<file path="src/rtl/alu_uart_ctrl_pkg.sv">
// Shared definitions for the UART/ALU frame controller.
//   - state_t    : FSM state encoding (3 bits)
//   - OP_*       : the eight legal ALU opcodes
//   - is_legal_op: legal-opcode check
package alu_uart_ctrl_pkg;

    localparam int unsigned OP_W = 6;

    typedef enum logic [2:0] {
        ST_WAIT_A  = 3'd0,
        ST_WAIT_B  = 3'd1,
        ST_WAIT_OP = 3'd2,
        ST_EXEC    = 3'd3,
        ST_WAIT_TX = 3'd4
    } state_t;

    localparam logic [OP_W-1:0] OP_ADD = 6'h20;
    localparam logic [OP_W-1:0] OP_SUB = 6'h22;
    localparam logic [OP_W-1:0] OP_AND = 6'h24;
    localparam logic [OP_W-1:0] OP_OR  = 6'h25;
    localparam logic [OP_W-1:0] OP_XOR = 6'h26;
    localparam logic [OP_W-1:0] OP_NOR = 6'h27;
    localparam logic [OP_W-1:0] OP_SRA = 6'h03;
    localparam logic [OP_W-1:0] OP_SRL = 6'h02;

    // True when the opcode is one the ALU implements.
    function automatic logic is_legal_op(input logic [OP_W-1:0] op);
        logic legal;
        case (op)
            OP_ADD, OP_SUB, OP_AND, OP_OR,
            OP_XOR, OP_NOR, OP_SRA, OP_SRL: legal = 1'b1;
            default:                        legal = 1'b0;
        endcase
        return legal;
    endfunction

endpackage

</file>
<file path="src/rtl/alu_uart_ctrl_timer.sv">
// Clearable terminal-count timer for the inter-byte timeout.
// Ports:
//   i_clock, i_reset_n : clock, asynchronous active-low reset
//   i_clear            : restart counting from zero (has priority)
//   i_enable           : count this cycle; when low the counter returns to zero
//   o_terminal         : high while the count equals TIMEOUT_CYCLES-1
module alu_uart_ctrl_timer #(
    parameter int unsigned TIMEOUT_CYCLES = 1_000_000
) (
    input  logic i_clock,
    input  logic i_reset_n,
    input  logic i_clear,
    input  logic i_enable,
    output logic o_terminal
);
    localparam int unsigned CW = (TIMEOUT_CYCLES > 1) ? $clog2(TIMEOUT_CYCLES) : 1;
    localparam logic [CW-1:0] TC_VAL = CW'(TIMEOUT_CYCLES - 1);

    logic [CW-1:0] cnt_q;
    logic [CW-1:0] cnt_d;

    assign o_terminal = (cnt_q == TC_VAL);

    // Next count: clear wins, wrap at terminal, idle parks at zero.
    always_comb begin
        cnt_d = cnt_q;
        if (i_clear) begin
            cnt_d = {CW{1'b0}};
        end else if (i_enable) begin
            if (o_terminal) begin
                cnt_d = {CW{1'b0}};
            end else begin
                cnt_d = cnt_q + {{(CW-1){1'b0}}, 1'b1};
            end
        end else begin
            cnt_d = {CW{1'b0}};
        end
    end

    // Counter register.
    always_ff @(posedge i_clock or negedge i_reset_n) begin
        if (!i_reset_n) begin
            cnt_q <= {CW{1'b0}};
        end else begin
            cnt_q <= cnt_d;
        end
    end

endmodule

</file>
<file path="src/rtl/alu_uart_ctrl.sv">
// Frame controller between UART RX/TX and the ALU. Collects operand A,
// operand B and opcode bytes, presents them to the ALU, then sends the
// result to the transmitter with a one-cycle start pulse and waits for
// the transmitter to finish before accepting a new frame.
// Optional macro ALU_UART_CTRL_TIMEOUT_EN adds an inter-byte timeout.
// Ports:
//   i_clock, i_reset_n        : clock, asynchronous active-low reset
//   i_rx_data, i_rx_done_tick : received byte and its one-cycle strobe
//   i_tx_done_tick            : transmitter finished the current byte
//   i_alu_result              : combinational ALU result
//   o_alu_a, o_alu_b, o_alu_op: registered ALU operands/opcode
//   o_tx_data, o_tx_start     : byte to send and its start pulse
//   o_busy                    : high in EXEC and WAIT_TX
//   o_frame_err               : one-cycle pulse on illegal opcode/timeout
module alu_uart_ctrl
    import alu_uart_ctrl_pkg::*;
#(
    parameter int unsigned DBIT           = 8,
    parameter int unsigned NB_OP          = 6,
    parameter int unsigned TIMEOUT_CYCLES = 1_000_000
) (
    input  logic             i_clock,
    input  logic             i_reset_n,
    input  logic [DBIT-1:0]  i_rx_data,
    input  logic             i_rx_done_tick,
    input  logic             i_tx_done_tick,
    input  logic [DBIT-1:0]  i_alu_result,
    output logic [DBIT-1:0]  o_alu_a,
    output logic [DBIT-1:0]  o_alu_b,
    output logic [NB_OP-1:0] o_alu_op,
    output logic [DBIT-1:0]  o_tx_data,
    output logic             o_tx_start,
    output logic             o_busy,
    output logic             o_frame_err
);
    state_t            state_q, state_d;
    logic [DBIT-1:0]   alu_a_q, alu_a_d;
    logic [DBIT-1:0]   alu_b_q, alu_b_d;
    logic [NB_OP-1:0]  alu_op_q, alu_op_d;
    logic [DBIT-1:0]   tx_data_q, tx_data_d;
    logic              tx_start_q, tx_start_d;
    logic              busy_q, busy_d;
    logic              frame_err_q, frame_err_d;
    logic              byte_accept_s;
    logic              timeout_s;

`ifdef ALU_UART_CTRL_TIMEOUT_EN
    logic timer_en_s;
    logic timer_tc_s;

    assign timer_en_s = (state_q == ST_WAIT_B) || (state_q == ST_WAIT_OP);

    alu_uart_ctrl_timer #(
        .TIMEOUT_CYCLES(TIMEOUT_CYCLES)
    ) u_timer (
        .i_clock   (i_clock),
        .i_reset_n (i_reset_n),
        .i_clear   (byte_accept_s),
        .i_enable  (timer_en_s),
        .o_terminal(timer_tc_s)
    );

    assign timeout_s = timer_en_s && timer_tc_s;
`else
    logic [31:0] unused_timeout_cfg_s;
    logic        unused_accept_s;

    assign unused_timeout_cfg_s = 32'(TIMEOUT_CYCLES);
    assign unused_accept_s      = byte_accept_s;
    assign timeout_s            = 1'b0;
`endif

    // Next-state and datapath loads; an RX byte is checked before timeout so
    // a byte landing on the terminal cycle is accepted.
    always_comb begin
        state_d       = state_q;
        alu_a_d       = alu_a_q;
        alu_b_d       = alu_b_q;
        alu_op_d      = alu_op_q;
        tx_data_d     = tx_data_q;
        tx_start_d    = 1'b0;
        frame_err_d   = 1'b0;
        byte_accept_s = 1'b0;
        case (state_q)
            ST_WAIT_A: begin
                if (i_rx_done_tick) begin
                    alu_a_d       = i_rx_data;
                    byte_accept_s = 1'b1;
                    state_d       = ST_WAIT_B;
                end else begin
                    state_d = ST_WAIT_A;
                end
            end
            ST_WAIT_B: begin
                if (i_rx_done_tick) begin
                    alu_b_d       = i_rx_data;
                    byte_accept_s = 1'b1;
                    state_d       = ST_WAIT_OP;
                end else if (timeout_s) begin
                    frame_err_d = 1'b1;
                    state_d     = ST_WAIT_A;
                end else begin
                    state_d = ST_WAIT_B;
                end
            end
            ST_WAIT_OP: begin
                if (i_rx_done_tick) begin
                    byte_accept_s = 1'b1;
                    if (is_legal_op(i_rx_data[NB_OP-1:0])) begin
                        alu_op_d = i_rx_data[NB_OP-1:0];
                        state_d  = ST_EXEC;
                    end else begin
                        frame_err_d = 1'b1;
                        state_d     = ST_WAIT_A;
                    end
                end else if (timeout_s) begin
                    frame_err_d = 1'b1;
                    state_d     = ST_WAIT_A;
                end else begin
                    state_d = ST_WAIT_OP;
                end
            end
            ST_EXEC: begin
                // Operands have been stable for a full cycle, result is settled.
                tx_data_d  = i_alu_result;
                tx_start_d = 1'b1;
                state_d    = ST_WAIT_TX;
            end
            ST_WAIT_TX: begin
                if (i_tx_done_tick) begin
                    state_d = ST_WAIT_A;
                end else begin
                    state_d = ST_WAIT_TX;
                end
            end
            default: begin
                state_d = ST_WAIT_A;
            end
        endcase
        busy_d = (state_d == ST_EXEC) || (state_d == ST_WAIT_TX);
    end

    // State and output registers.
    always_ff @(posedge i_clock or negedge i_reset_n) begin
        if (!i_reset_n) begin
            state_q     <= ST_WAIT_A;
            alu_a_q     <= {DBIT{1'b0}};
            alu_b_q     <= {DBIT{1'b0}};
            alu_op_q    <= {NB_OP{1'b0}};
            tx_data_q   <= {DBIT{1'b0}};
            tx_start_q  <= 1'b0;
            busy_q      <= 1'b0;
            frame_err_q <= 1'b0;
        end else begin
            state_q     <= state_d;
            alu_a_q     <= alu_a_d;
            alu_b_q     <= alu_b_d;
            alu_op_q    <= alu_op_d;
            tx_data_q   <= tx_data_d;
            tx_start_q  <= tx_start_d;
            busy_q      <= busy_d;
            frame_err_q <= frame_err_d;
        end
    end

    assign o_alu_a     = alu_a_q;
    assign o_alu_b     = alu_b_q;
    assign o_alu_op    = alu_op_q;
    assign o_tx_data   = tx_data_q;
    assign o_tx_start  = tx_start_q;
    assign o_busy      = busy_q;
    assign o_frame_err = frame_err_q;

endmodule
</file>
<file path="config.mk">
export PLATFORM = sky130hd
export DESIGN_NAME = alu_uart_ctrl
export DESIGN_NICKNAME = d
export VERILOG_FILES = /design/src/rtl/alu_uart_ctrl_pkg.sv /design/src/rtl/alu_uart_ctrl_timer.sv /design/src/rtl/alu_uart_ctrl.sv
export SDC_FILE = /design/constraint.sdc
export NUM_CORES = 1
export LEC_CHECK = 0
export ABC_AREA = 1
export BUFFER_PORTS_ARGS = -buffer_cell sky130_fd_sc_hd__buf_2
export CORE_MARGIN = 10
export CORE_UTILIZATION = 44
export CTS_BUF_LIST = sky130_fd_sc_hd__clkbuf_8 sky130_fd_sc_hd__clkbuf_16
export CTS_CLUSTER_SIZE = 14
export DETAILED_ROUTE_END_ITERATION = 10
export MAX_ROUTING_LAYER = met4
export PLACE_DENSITY = 0.82
export SLEW_MARGIN = 40
export SYNTH_ARGS = -nofsm -noshare
export SYNTH_HDL_FRONTEND = slang
export SYNTH_HIERARCHICAL = 1
export SYNTH_SLANG_ARGS = --single-unit
export TNS_END_PERCENT = 10
</file>
<file path="constraint.sdc">
create_clock -name i_clock -period 1.05 [get_ports i_clock]
set_input_delay 0.21 -clock i_clock [delete_from_list [all_inputs] [get_ports i_clock]]
set_output_delay 0.21 -clock i_clock [all_outputs]
set_load 0.05 [all_outputs]
</file>
=== Yosys cells after proc, flatten, opt, wreduce, memory -nomap -nowiden ===
Index checks and enable logic that the tools add are counted.

* Add/sub/neg operators: 0
* $mul: 0
* Div/mod/pow operators: 0
* $lt $le $gt $ge: 0
* Equal/unequal tests: 14
* Shift operators: 0
* Mux-type cells: 13
* Bitwise logic cells: 0
* Reduce and logical (&&, ||, !) cells: 6

{| class="wikitable"
|+ Operators with widths
! cell !! number
|-
| equality test 6 bit, second input constant || 6
|-
| case mux 3 bit (5 select lines) || 1
|-
| equality test 6 x 2 -> 1 bit, second input constant || 2
|-
| equality test 3 x 2 -> 1 bit, second input constant || 3
|-
| two-way mux 1 bit || 8
|-
| OR reduction 8 bit || 1
|-
| equality test 3 bit, second input constant || 2
|-
| two-way mux 3 bit || 2
|-
| two-way mux 2 bit || 2
|-
| AND reduction 2 bit || 2
|-
| equality test 3 x 1 -> 1 bit, second input constant || 1
|-
| logical NOT 3 bit || 1
|-
| AND reduction 3 bit || 1
|-
| logical OR 1 bit || 1
|}

* Register bits after elaboration: 36
* Latch bits: 0
* RAM bits: 0
* ROM bits: 0
* Bits of input ports: 20
* Output and inout port bits: 33
* Word-level logic and storage cells: 41
* Memories kept: 0

=== Depth between registers and ports, before layout ===
* Depth in word-level cells: 10
* Mapped depth: 7
* Mapped depth without buffers: 7

=== Least setup slack after synthesis ===
No wires, ideal clock.

* Kind: register to register
* From: reg state_q[2]
* To: reg alu_b_q[6] (netlist: o_alu_b[6])
* Setup time: 120 ps
* Arrival: 978 ps
* Setup slack: -48 ps
* Stages on the path, launching flop included: 6
* Path buffers: 1
* Period minus slack after synthesis: 1098 ps
* Cell sequence: dfrtp_1 > nor2_2 > nand3_2 > buf_6 > nand2_1 > o21ai_2

* Word-level cells in the longest chain between the ends: 2

{| class="wikitable"
|+ Ends and longest elaborated chain
! element !! RTL line !! RTL
|-
| start: declaration || alu_uart_ctrl.sv:36 || <nowiki>state_t state_q, state_d;</nowiki>
|-
| start signal: assignment || alu_uart_ctrl.sv:155 || <nowiki>state_q <= state_d;</nowiki>
|-
| equality test 3 x 1 -> 1 bit || alu_uart_ctrl.sv:84 || <nowiki>case (state_q)</nowiki>
|-
| AND reduction 2 bit (no line) || -- ||
|-
| end signal: assignment || alu_uart_ctrl.sv:148 || <nowiki>alu_b_q <= {DBIT{1'b0}};</nowiki>
|-
| end signal: assignment || alu_uart_ctrl.sv:157 || <nowiki>alu_b_q <= alu_b_d;</nowiki>
|-
| end: declaration || alu_uart_ctrl.sv:38 || <nowiki>logic [DBIT-1:0] alu_b_q, alu_b_d;</nowiki>
|}

No other way between the ends.
A chain may end at the register's enable or synchronous reset.

=== Worst setup path in the final report ===
* From: reg state_q[0]
* To: reg alu_op_q[2] (netlist: o_alu_op[2])

* Word-level cells in the longest chain between the ends: 2

{| class="wikitable"
|+ Ends and longest elaborated chain
! element !! RTL line !! RTL
|-
| equality test 3 x 2 -> 1 bit || alu_uart_ctrl.sv:84 ||
|-
| AND reduction 3 bit (no line) || -- ||
|-
| end signal: assignment || alu_uart_ctrl.sv:149 || <nowiki>alu_op_q <= {NB_OP{1'b0}};</nowiki>
|-
| end signal: assignment || alu_uart_ctrl.sv:158 || <nowiki>alu_op_q <= alu_op_d;</nowiki>
|-
| end: declaration || alu_uart_ctrl.sv:39 || <nowiki>logic [NB_OP-1:0] alu_op_q, alu_op_d;</nowiki>
|}

No other way between the ends.

==> flow_summary.toml <==
[timing]
worstMarginPinSlew_ps = 252
period_share_pct = 108
hold_viol = 0
finalSetupViolCount = 40
holdWs_ps = 117
layout_setup_ws_ps = -80.6
period_minus_slack_ps = 1130
slew_headroom_pct = 83.2
drv_slew = 0
finClkSkew_ps = 5.42
rsz0062_at_grt = "yes"
fmax_mhz = 885
fin_tns_setup_ps = -907

[grt]
antenna_found_initial = 0
first_global_vias = 1309
overflow = 0
grt_max_degree = 37
grt_pass1_wl_microns = 6240
track_usage_pct = 13.0

[die]
die_h_microns = 78.2
io_pins = 53
row_count = 21
fp.dieW_microns = 78.2
die-area_sq_um = 6120
initial_core_util_pct = 45.1
core-area_sq_um = 3310

[clock_tree]
clkSlewWorstSetupHoldPaths_ps = 70
clockBufferDepth = 2
cts_root_buffer = "clkbuf_8"
cts_tree = "yes"
htree_levels = 2
cts_setup_buffers = 0
clkLatencyLatePin_ps = 280
clock_sinks = 36
numCtsBuffers = 5

[synth]
synthCells = 153
yosysMostFrequentCell = "nand2_1"
synth_top_area_share_pct = 60.4
synth_seq_cells = 36
synth_area_leader_cell = "dfrtp_1"
syn_nets = 173
synth_area_leaders = "dfrtp_1 (60%), nand2_1 (15%), o21ai_2 (9.4%)"
netlist-cell-type-count = 14
syn_area_per_cell_sq_um = 9.76
synth_edf_count = 0
async_flop_share_pct = 100
syn_area_sq_um = 1490
synthTopCellsByCount = "nand2_1 (58), dfrtp_1 (36), inv_1 (16), o21ai_2 (16), nor2_1 (6)"
yosys_warnings = 6
synth_seq_area_share_pct = 60.4
ys.flop_type = "dfrtp_1"

[power]
ir_drop_uv = 1740
power_density_nw_per_um2 = 3690
leakagePower_nw = 1.19

[critical_path]
cp_num_buf_inv = 2
worst-setup-path-type = "reg -> reg"
worstPathRequired_ps = 1270
cp-end-kind = "flip-flop"
start_kind = "flip-flop"
crit_path_top_delay_cell = "dfrtp_1"
max_stage_delay_ps = 400
critical_path.top_delay_family = "simple AND/OR/NAND/NOR gates"
arrival_ps = 1350
cp_cell_sequence = "inv_2 > nand2_2 > nor2_4 > buf_4 > nand4_1 > nand2_1"
cp_max_fo = 4

[routing]
drc_errors = 0
drtIter0Drc = 126
wire_per_inst_microns = 14.2
via_per_inst = 4.70
drt-total-wl_microns = 3770
vias = 1249
dr.pass1.iters = 6
antenna_left = 0

[final_layout]
insertedDiodeCount = 0
area_growth_pct = 50.2
final_nets = 239
drive_gt1_share_pct = 48.2

[outcome]
status = "finished with violations"
violations = "negative setup slack"

[place]
post-place-ws_ps = -84.3
hpwl_microns = 2680
port_buffers = 52
gp_congestion = 0.717

[worst_hold_path]
hp-class = "in -> reg"

[job]
cap_violations = 0
==> through the flow <==
step	utilization, %	cells	area, sq um	power [mW]
3_5_place_dp	57.6	257	1910	6.43
4_1_cts	67.1	266	2220	8.25
2_1_floorplan	-	153	1510	5.36
3_3_place_gp	57.6	257	1910	6.34
6_report	67.7	266	2240	8.27
5_1_grt	67.7	266	2240	8.68
==> final timing paths <==
check / end / start / depth (start not counted) / slack [ps]
max: o_alu_op[2] / state_q[0] / 6 / -80
min reg2reg: o_alu_op[5] / o_alu_op[5] / 2 / 500
max reg2reg: o_alu_op[2] / state_q[0] / 6 / -80
min in group asynchronous: o_tx_start / i_reset_n / 3 / 440
min: o_tx_data[5] / i_alu_result[5] / 3 / 120
max in group asynchronous: state_q[2] / i_reset_n / 3 / 400
==> placed cells by master, fill, tap and decap left out, drive strengths merged <==
cell type / netlist / routed
buf: 3 / 61
clkbuf: 0 / 6
clkinv: 1 / 2
dfrtp: 36 / 36
dlygate4sd3: 0 / 1
inv: 16 / 17
nand2: 58 / 58
nand3: 7 / 7
nand3b: 2 / 2
nand4: 4 / 4
nor2: 10 / 10
o21ai: 16 / 16
==> repair_timing <==
action	CTS	global route
endpoints found under the setup margin	59	66
hold endpoints to repair	36	0
hold buffers	1	0
pin swaps	2	0
resized for setup	72	7
==> flip-flops by register name, indices dropped and copies added (netlist names) <==
signal / cells
o_busy: 1
o_alu_a: 8
o_alu_b: 8
o_alu_op: 6
o_tx_start: 1
state_q: 3
o_tx_data: 8
o_frame_err: 1
==> metal layers <==
layer	GRT usage, %	wire (microns)	vias up
met4	4.84	40	0
met1	13.5	1460	608
met3	3.76	122	4
li1	-	-	610
met2	22.8	2150	27
met5	-	0	-
==> worst reg2reg max path, delay by kind of cell (launching register included) <==
kind	cells	cell delay (ps)
flip-flops	1	400
AND/OR/NAND/NOR	4	430
buffers and inverters	2	230
==> where the power goes <==
group | total [mW] | switching, mW | leakage [nW] | internal, mW
Sequential | 2.48 | 0.480 | 0.450 | 2.00
Combinational | 4.80 | 3.09 | 0.685 | 1.71
Clock | 0.989 | 0.466 | 0.0510 | 0.523
Total | 8.27 | 4.03 | 1.19 | 4.23
==> area by class of cell <==
type / instances / area [sq um]
well taps: 46 / 57.6
fillers: 240 / 1070
clock buffers: 6 / 82.6
repair buffers: 62 / 586
multi-input cells: 97 / 538
inverters: 17 / 66.3
flip-flops and latches: 36 / 902
clock inverters: 2 / 10.0
==> logic make-up after synthesis <==
logic type	Yosys count	share of synthesized area [%]
AOI/OAI and AO/OA	16	9.39
buffers and inverters	20	6.12
DFF	36	60.4
and+or+nand+nor	81	24.1
No activity file was read; power rests on OpenSTA's default activity.
